===== config.mk =====
export PLATFORM = sky130hd
export DESIGN_NAME = ks_program_memory
export DESIGN_NICKNAME = d
export VERILOG_FILES = /design/src/rtl/ks_program_memory.sv
export SDC_FILE = /design/constraint.sdc
export NUM_CORES = 1
export LEC_CHECK = 0
export ABC_AREA = 1
export BUFFER_PORTS_ARGS = -buffer_cell sky130_fd_sc_hd__buf_4
export CORE_MARGIN = 2
export CORE_UTILIZATION = 30
export CTS_BUF_LIST = sky130_fd_sc_hd__clkbuf_16
export DETAILED_ROUTE_END_ITERATION = 8
export SETUP_SLACK_MARGIN = 0.2
export SYNTH_ARGS = -nofsm -noshare
export SYNTH_HDL_FRONTEND = slang
export SYNTH_SLANG_ARGS = --single-unit

===== constraint.sdc =====
create_clock -name clk -period 3.1 [get_ports clk]
set_input_delay 0.465 -clock clk [delete_from_list [all_inputs] [get_ports clk]]
set_output_delay 0.465 -clock clk [all_outputs]
set_load 0.05 [all_outputs]

===== src/rtl/ks_program_memory.sv =====
// Program/data RAM for the K&S core: zero-fill, then image load over valid/ready, then core access.
// Zero-latency core reads; load_ready is high only while loading, so the loader stalls during clear and run.
module ks_program_memory #(
    parameter int ADDR_W = 5,
    parameter int DATA_W = 16,
    parameter int DEPTH  = 32
) (
    input  logic              clk,
    input  logic              rst,
    input  logic [ADDR_W-1:0] cpu_addr,
    input  logic [DATA_W-1:0] cpu_wdata,
    input  logic              cpu_write,
    output logic [DATA_W-1:0] cpu_rdata,
    input  logic              load_valid,
    input  logic [DATA_W-1:0] load_data,
    input  logic              load_last,
    output logic              load_ready,
    output logic [ADDR_W:0]   load_count,
    output logic              load_trunc,
    output logic              cpu_rst_n
);

    typedef enum logic [1:0] {
        CLEAR = 2'd0,
        LOAD  = 2'd1,
        RUN   = 2'd2
    } state_t;

    localparam logic [ADDR_W-1:0] LAST_PTR = ADDR_W'(DEPTH - 1);
    localparam logic [ADDR_W:0]   LAST_CNT = (ADDR_W + 1)'(DEPTH - 1);

    state_t            state;
    state_t            state_nxt;
    logic [ADDR_W-1:0] clr_ptr;
    logic              accept;
    logic              mem_we;
    logic [ADDR_W-1:0] mem_waddr;
    logic [DATA_W-1:0] mem_wdat;
    logic [DATA_W-1:0] mem [DEPTH];

    assign load_ready = (state == LOAD);
    assign cpu_rdata  = (state == RUN) ? mem[cpu_addr] : '0;

    // One write port; the state alone picks which source owns it.
    always_comb begin
        state_nxt = state;
        accept    = 1'b0;
        mem_we    = 1'b0;
        mem_waddr = '0;
        mem_wdat  = '0;
        case (state)
            CLEAR: begin
                mem_we    = 1'b1;
                mem_waddr = clr_ptr;
                if (clr_ptr == LAST_PTR) begin
                    state_nxt = LOAD;
                end
            end
            LOAD: begin
                if (load_valid) begin
                    accept    = 1'b1;
                    mem_we    = 1'b1;
                    mem_waddr = load_count[ADDR_W-1:0];
                    mem_wdat  = load_data;
                    if (load_last || (load_count == LAST_CNT)) begin
                        state_nxt = RUN;
                    end
                end
            end
            RUN: begin
                if (cpu_write) begin
                    mem_we    = 1'b1;
                    mem_waddr = cpu_addr;
                    mem_wdat  = cpu_wdata;
                end
            end
            default: state_nxt = CLEAR;
        endcase
    end

    always_ff @(posedge clk) begin
        if (rst) begin
            state      <= CLEAR;
            clr_ptr    <= '0;
            load_count <= '0;
            load_trunc <= 1'b0;
            cpu_rst_n  <= 1'b0;
        end else begin
            state     <= state_nxt;
            cpu_rst_n <= (state_nxt == RUN);
            if (state == CLEAR) begin
                clr_ptr <= clr_ptr + 1'b1;
            end
            if (accept) begin
                load_count <= load_count + 1'b1;
                if (!load_last && (load_count == LAST_CNT)) begin
                    load_trunc <= 1'b1;
                end
            end
        end
    end

    always_ff @(posedge clk) begin
        if (mem_we && !rst) begin
            mem[mem_waddr] <= mem_wdat;
        end
    end

endmodule


# Word level (Yosys, flattened, before mapping)
# Memories as Yosys holds them, arrays and structs flattened.
# Index checks and enable logic that the tools add are counted.
# word_totals
reg_bits,15
ramBits,512
input_bits,42
output_inout_bits,25
n_memories,1
# op_classes
n_addsub,2
n_eq_ne,5
mux,17
n_reduce_logical,7
# memory_table
name,depth,width,read_ports,rd_ports_with_merged_regs,write_ports,line_no,source
mem,32,16,1,0,1,39,logic [DATA_W-1:0] mem [DEPTH];
# op_table
op,n
$mux W16,3
$pmux W16 S2,1
$pmux W5 S3,1
$mux W5,2
$add A6 B1 Y6 const B,1
$eq A6 B5 Y1 const B,1
$mux W2,3
$pmux W2 S3,1
$add A5 B1 Y5 const B,1
$eq A5 B5 Y1 const B,1
$mux W1,5
$eq A2 B2 Y1 const B,2
$pmux W1 S3,1
$eq A2 B1 Y1 const B,1
$logic_and A1 B1 Y1,2
$logic_not A1 Y1,2
$logic_not A2 Y1,1
$reduce_and A2 Y1,1
$logic_or A1 B1 Y1,1

# Depth between registers and ports, before layout
# depth
ltp_word,6
depth_mapped,12
ltp_nobuf,10

# Least setup slack after synthesis
# OpenSTA, ideal clock, no wires.
# synth_timing
kind,reg2reg
startpoint,reg state[1]
endpoint,"mem mem[0][0], data pin"
setup_ns,0.377
t_arrival_ns,2.605
setup_slack_ns,0.118
path_stages_with_launch,9
cell_sequence,dfxtp_1 inv_1 ha_1 nand2_1 inv_2 buf_2 buf_1 nand2_1 a21oi_1
# synth_between
elab_chain_len,2
word_cells_on_any_way,3
classes_between,2 x eq/ne; 1 x mux
# synth_rtl
element,line_no,source
from (decl),32,state_t state;
from (signal assigned),89,state <= state_nxt;
$eq A2 B1 Y1,-,
net load_ready,17,"output logic load_ready,"
$pmux W16 S2,51,case (state)
net mem_wdat[0],38,logic [DATA_W-1:0] mem_wdat;
to (decl),39,
# The timed path passes the listed nets, and every way through them passes these cells.

# Final worst setup path
# layout_timing
startpoint,in cpu_addr[0]
endpoint,out cpu_rdata[7]
# layout_between
elab_chain_len,2
# layout_rtl
element,line_no,source
from (decl),10,"input logic [ADDR_W-1:0] cpu_addr,"
$mem_v2 Z32 W16,-,
$mux W16,42,assign cpu_rdata = (state == RUN) ? mem[cpu_addr] : '0;
to (decl),13,"output logic [DATA_W-1:0] cpu_rdata,"
# Every way passes these cells.

==> impl_results.md <==
- Most frequent CP cell: nand2_1
- Commonest non-fill, non-tap cell in the layout: nand2_1
- Commonest non-fill, non-tap cells in the layout: nand2_1, edfxtp_1, nand3_1, nor2_1, buf_4
- Critical path endpoint category: primary output
- Initial antenna violation count: 1
- Die Wd: 275 µm
- Post-detailed-route via-to-cell ratio: 4.89
- CP startpoint: cpu_addr[0]
- Leakage: 9.64 nW
- Area growth from synthesis to layout: 16.8%
- Worst Hold Launch: rst
- Hold EP: load_count[5]$_SDFFE_PP0P_
- Setup TNS: 0 ps
- R2R Setup Slk: 470 ps
- Final period util: 0.909
- Ranking of synthesized cells by area: edfxtp_1, nand2_1, nand3_1
- Syn. warnings: 0
- Max-slew headroom: 0.494
- Worst-path clk slew: 60 ps
- Gp weighted congestion: 0.802
- Final instance area: 25,800 µm²
- 1st-pass router iterations: 5
- Longest Clk Path Bufs: 3
- Layout cell share with drive strength beyond 1: 0.124
- Arr. time, crit path: 2350 ps
- Top Ports: 67
- Synthesized flop and latch total: 527
- Clock Tree Root: clkbuf_16
- Worst path required time: 2630 ps
- Reg-to-reg startpoint: state[1]$_SDFF_PP0_
- DR vias: 15,000
- Clk sinks: 527
- Synth top area share: 0.697
- Ant diodes: 0
- Synth Net Count: 2,019
- Post-DP HPWL: 33,500 µm
- Initial drt markers: 1,519
- Post-place instance area: 24,000 µm²
- Core Box Area: 72,800 µm²
- Post-synth cell types: 32
- Max VDD drop: 0.409 mV
- Worst hold path stage count: 2
- First-pass GRT wire length: 86,600 µm
- Final-report max-slew violation count: 0
- Die height: 275 µm
- Critical-path top delay cell: buf_4
- Synthesized area: 22,100 µm²
- Post-synthesis sequential area ratio: 0.711
- Post CTS Setup Buffer Count: 0
- Largest net degree at the start of global routing: 145
- Final Hold Vio Count: 0
- RSZ-0062 raised after global routing: true
- Synth area leader: edfxtp_1
- Post-layout min period: 2820 ps
- Non-Filler Instances: 3,068
- WS Path Type: primary input to primary output
- DR DRC count: 0
- Worst-path fanout max: 30
- Final nets: 2,115
- Site row count: 99
- Gr ovfl total: 0
- Synth Area per Inst: 11.2 µm²
- Initial Util: 0.303
- Tightest Pin Transition: 759 ps
- Crit path largest cell delay: 280 ps
- Vias in the first global route: 14,400
- Antenna viol nets, final: 0
- Placed insts: 2,967
- Fill cells: 7,102
- Inserted Clock Buffers: 54
- Reg2Reg Depth: 11
- Max-cap violations: 0
- DRT Wirelength: 57,700 µm
- Outcome: completed
- Crit path cell chain: clkbuf_8 -> inv_8 -> buf_4 -> nand2_1 -> nand3_1 -> nand3_1 -> nand2_1 -> nand2_1 -> nand3_1 -> nand2_1 -> nor2_1 -> buf_4
- Worst Setup Start Kind: primary input
- Die area: 75,700 µm²
- Cell count after synthesis: 1,970
- H-tree depth: 2
- CTS tree: yes
- Gr usage total: 0.149
- Worst-Skew Late Latency: 600 ps
- Clock Skews: 20.1 ps
- Reg-to-reg endpoint: mem[11][13]$_DFFE_PP_
- Routed len/inst: 18.8 µm
- I/O Buffers: 66
- Hold/Removal Path Class: primary input to flop
- F_max: 0.355 GHz
- Endpoints failing setup: 0
- Power Dens Cells: 592 nW/µm²
## final cells by class
class                      count  area, µm²  area share
clock buffer                  55       1380      0.0534
sequential                   527      15700       0.608
inverter                      27        111     0.00432
clock inverter                44        328      0.0127
multi-input combinational   1300       5620       0.218
timing repair buffer         156       1470      0.0568
tap                          959       1200      0.0465
## cells in the mapped netlist
cell	number
o21ai_2	1
inv_2	4
nor3b_1	1
buf_6	18
nor3_1	7
clkbuf_1	12
inv_4	1
o221ai_2	2
buf_1	12
nor4_1	1
nand4_1	1
and2_1	1
nor2_1	160
buf_2	56
nand3_2	2
nor3_4	1
nand2_2	1
o21ai_0	42
inv_1	21
a21oi_1	25
edfxtp_1	512
dfxtp_1	15
nand3_1	345
nand4_2	1
a31oi_1	1
inv_6	1
buf_8	1
o211ai_1	2
nand2_1	690
o21ai_1	9
ha_1	7
buf_4	17
## report_power, final
group,switching [mW],total [mW],internal (mW),leakage (nW)
Combinational,0.752,1.08,0.327,3.64
Clock,2.68,6.29,3.62,0.864
Sequential,0.0328,7.88,7.85,5.13
Total,3.46,15.3,11.8,9.64
## timing repair
item                                    4_1_cts  5_1_grt
hold buffers                                  0        0
gates resized for setup                       0        3
endpoints found under the setup margin        0        6
## state kept, by name, indices dropped and copies added, names as in the netlist
register and cells:
clr_ptr 5, state 2, load_count 6, cpu_rst_n 1, mem 512, load_trunc 1
## worst max-delay path, delay by kind of cell
family	cells	cell delay (ps)
AND/OR/NAND/NOR	8	880
buffers and inverters	4	960
## stage by stage
step / utilization / power (mW) / worst slack (ps) / hold slack (ps)
finish: 0.354 / 15.3 / 282 / 108
global route: 0.354 / 15.7 / 148 / 99.7
CTS: 0.353 / 15.3 / 204 / 79.4
detailed placement: 0.330 / 9.10 / 211 / 499
global placement: 0.330 / 9.08 / 274 / 458
floorplan: - / 8.72 / 207 / 476
## per-layer routing
layer	GRT usage	share of wire
met5	0	0
met4	0.0393	0.019
met3	0.0219	0.070
met2	0.236	0.46
met1	0.214	0.45
## kinds of logic after synthesis
group,Yosys count,synth area share
and+or+nand+nor,1211,0.228
DFF,527,0.711
adders and majority gates,7,0.00397
AOI/OAI and AO/OA,82,0.0200
buffers and inverters,143,0.0374
## how the worst max path moves through the flow
stage	slack [ps]	endpoint	cells past startpoint
after floorplan	210	mem[7][0]$_DFFE_PP_	9
after global placement	270	cpu_rdata[7]	12
after detailed placement	210	cpu_rdata[7]	12
after CTS	200	cpu_rdata[7]	12
after global routing	150	cpu_rdata[15]	11
final	280	cpu_rdata[7]	12
Note: power is estimated with default switching activity, not from simulation.
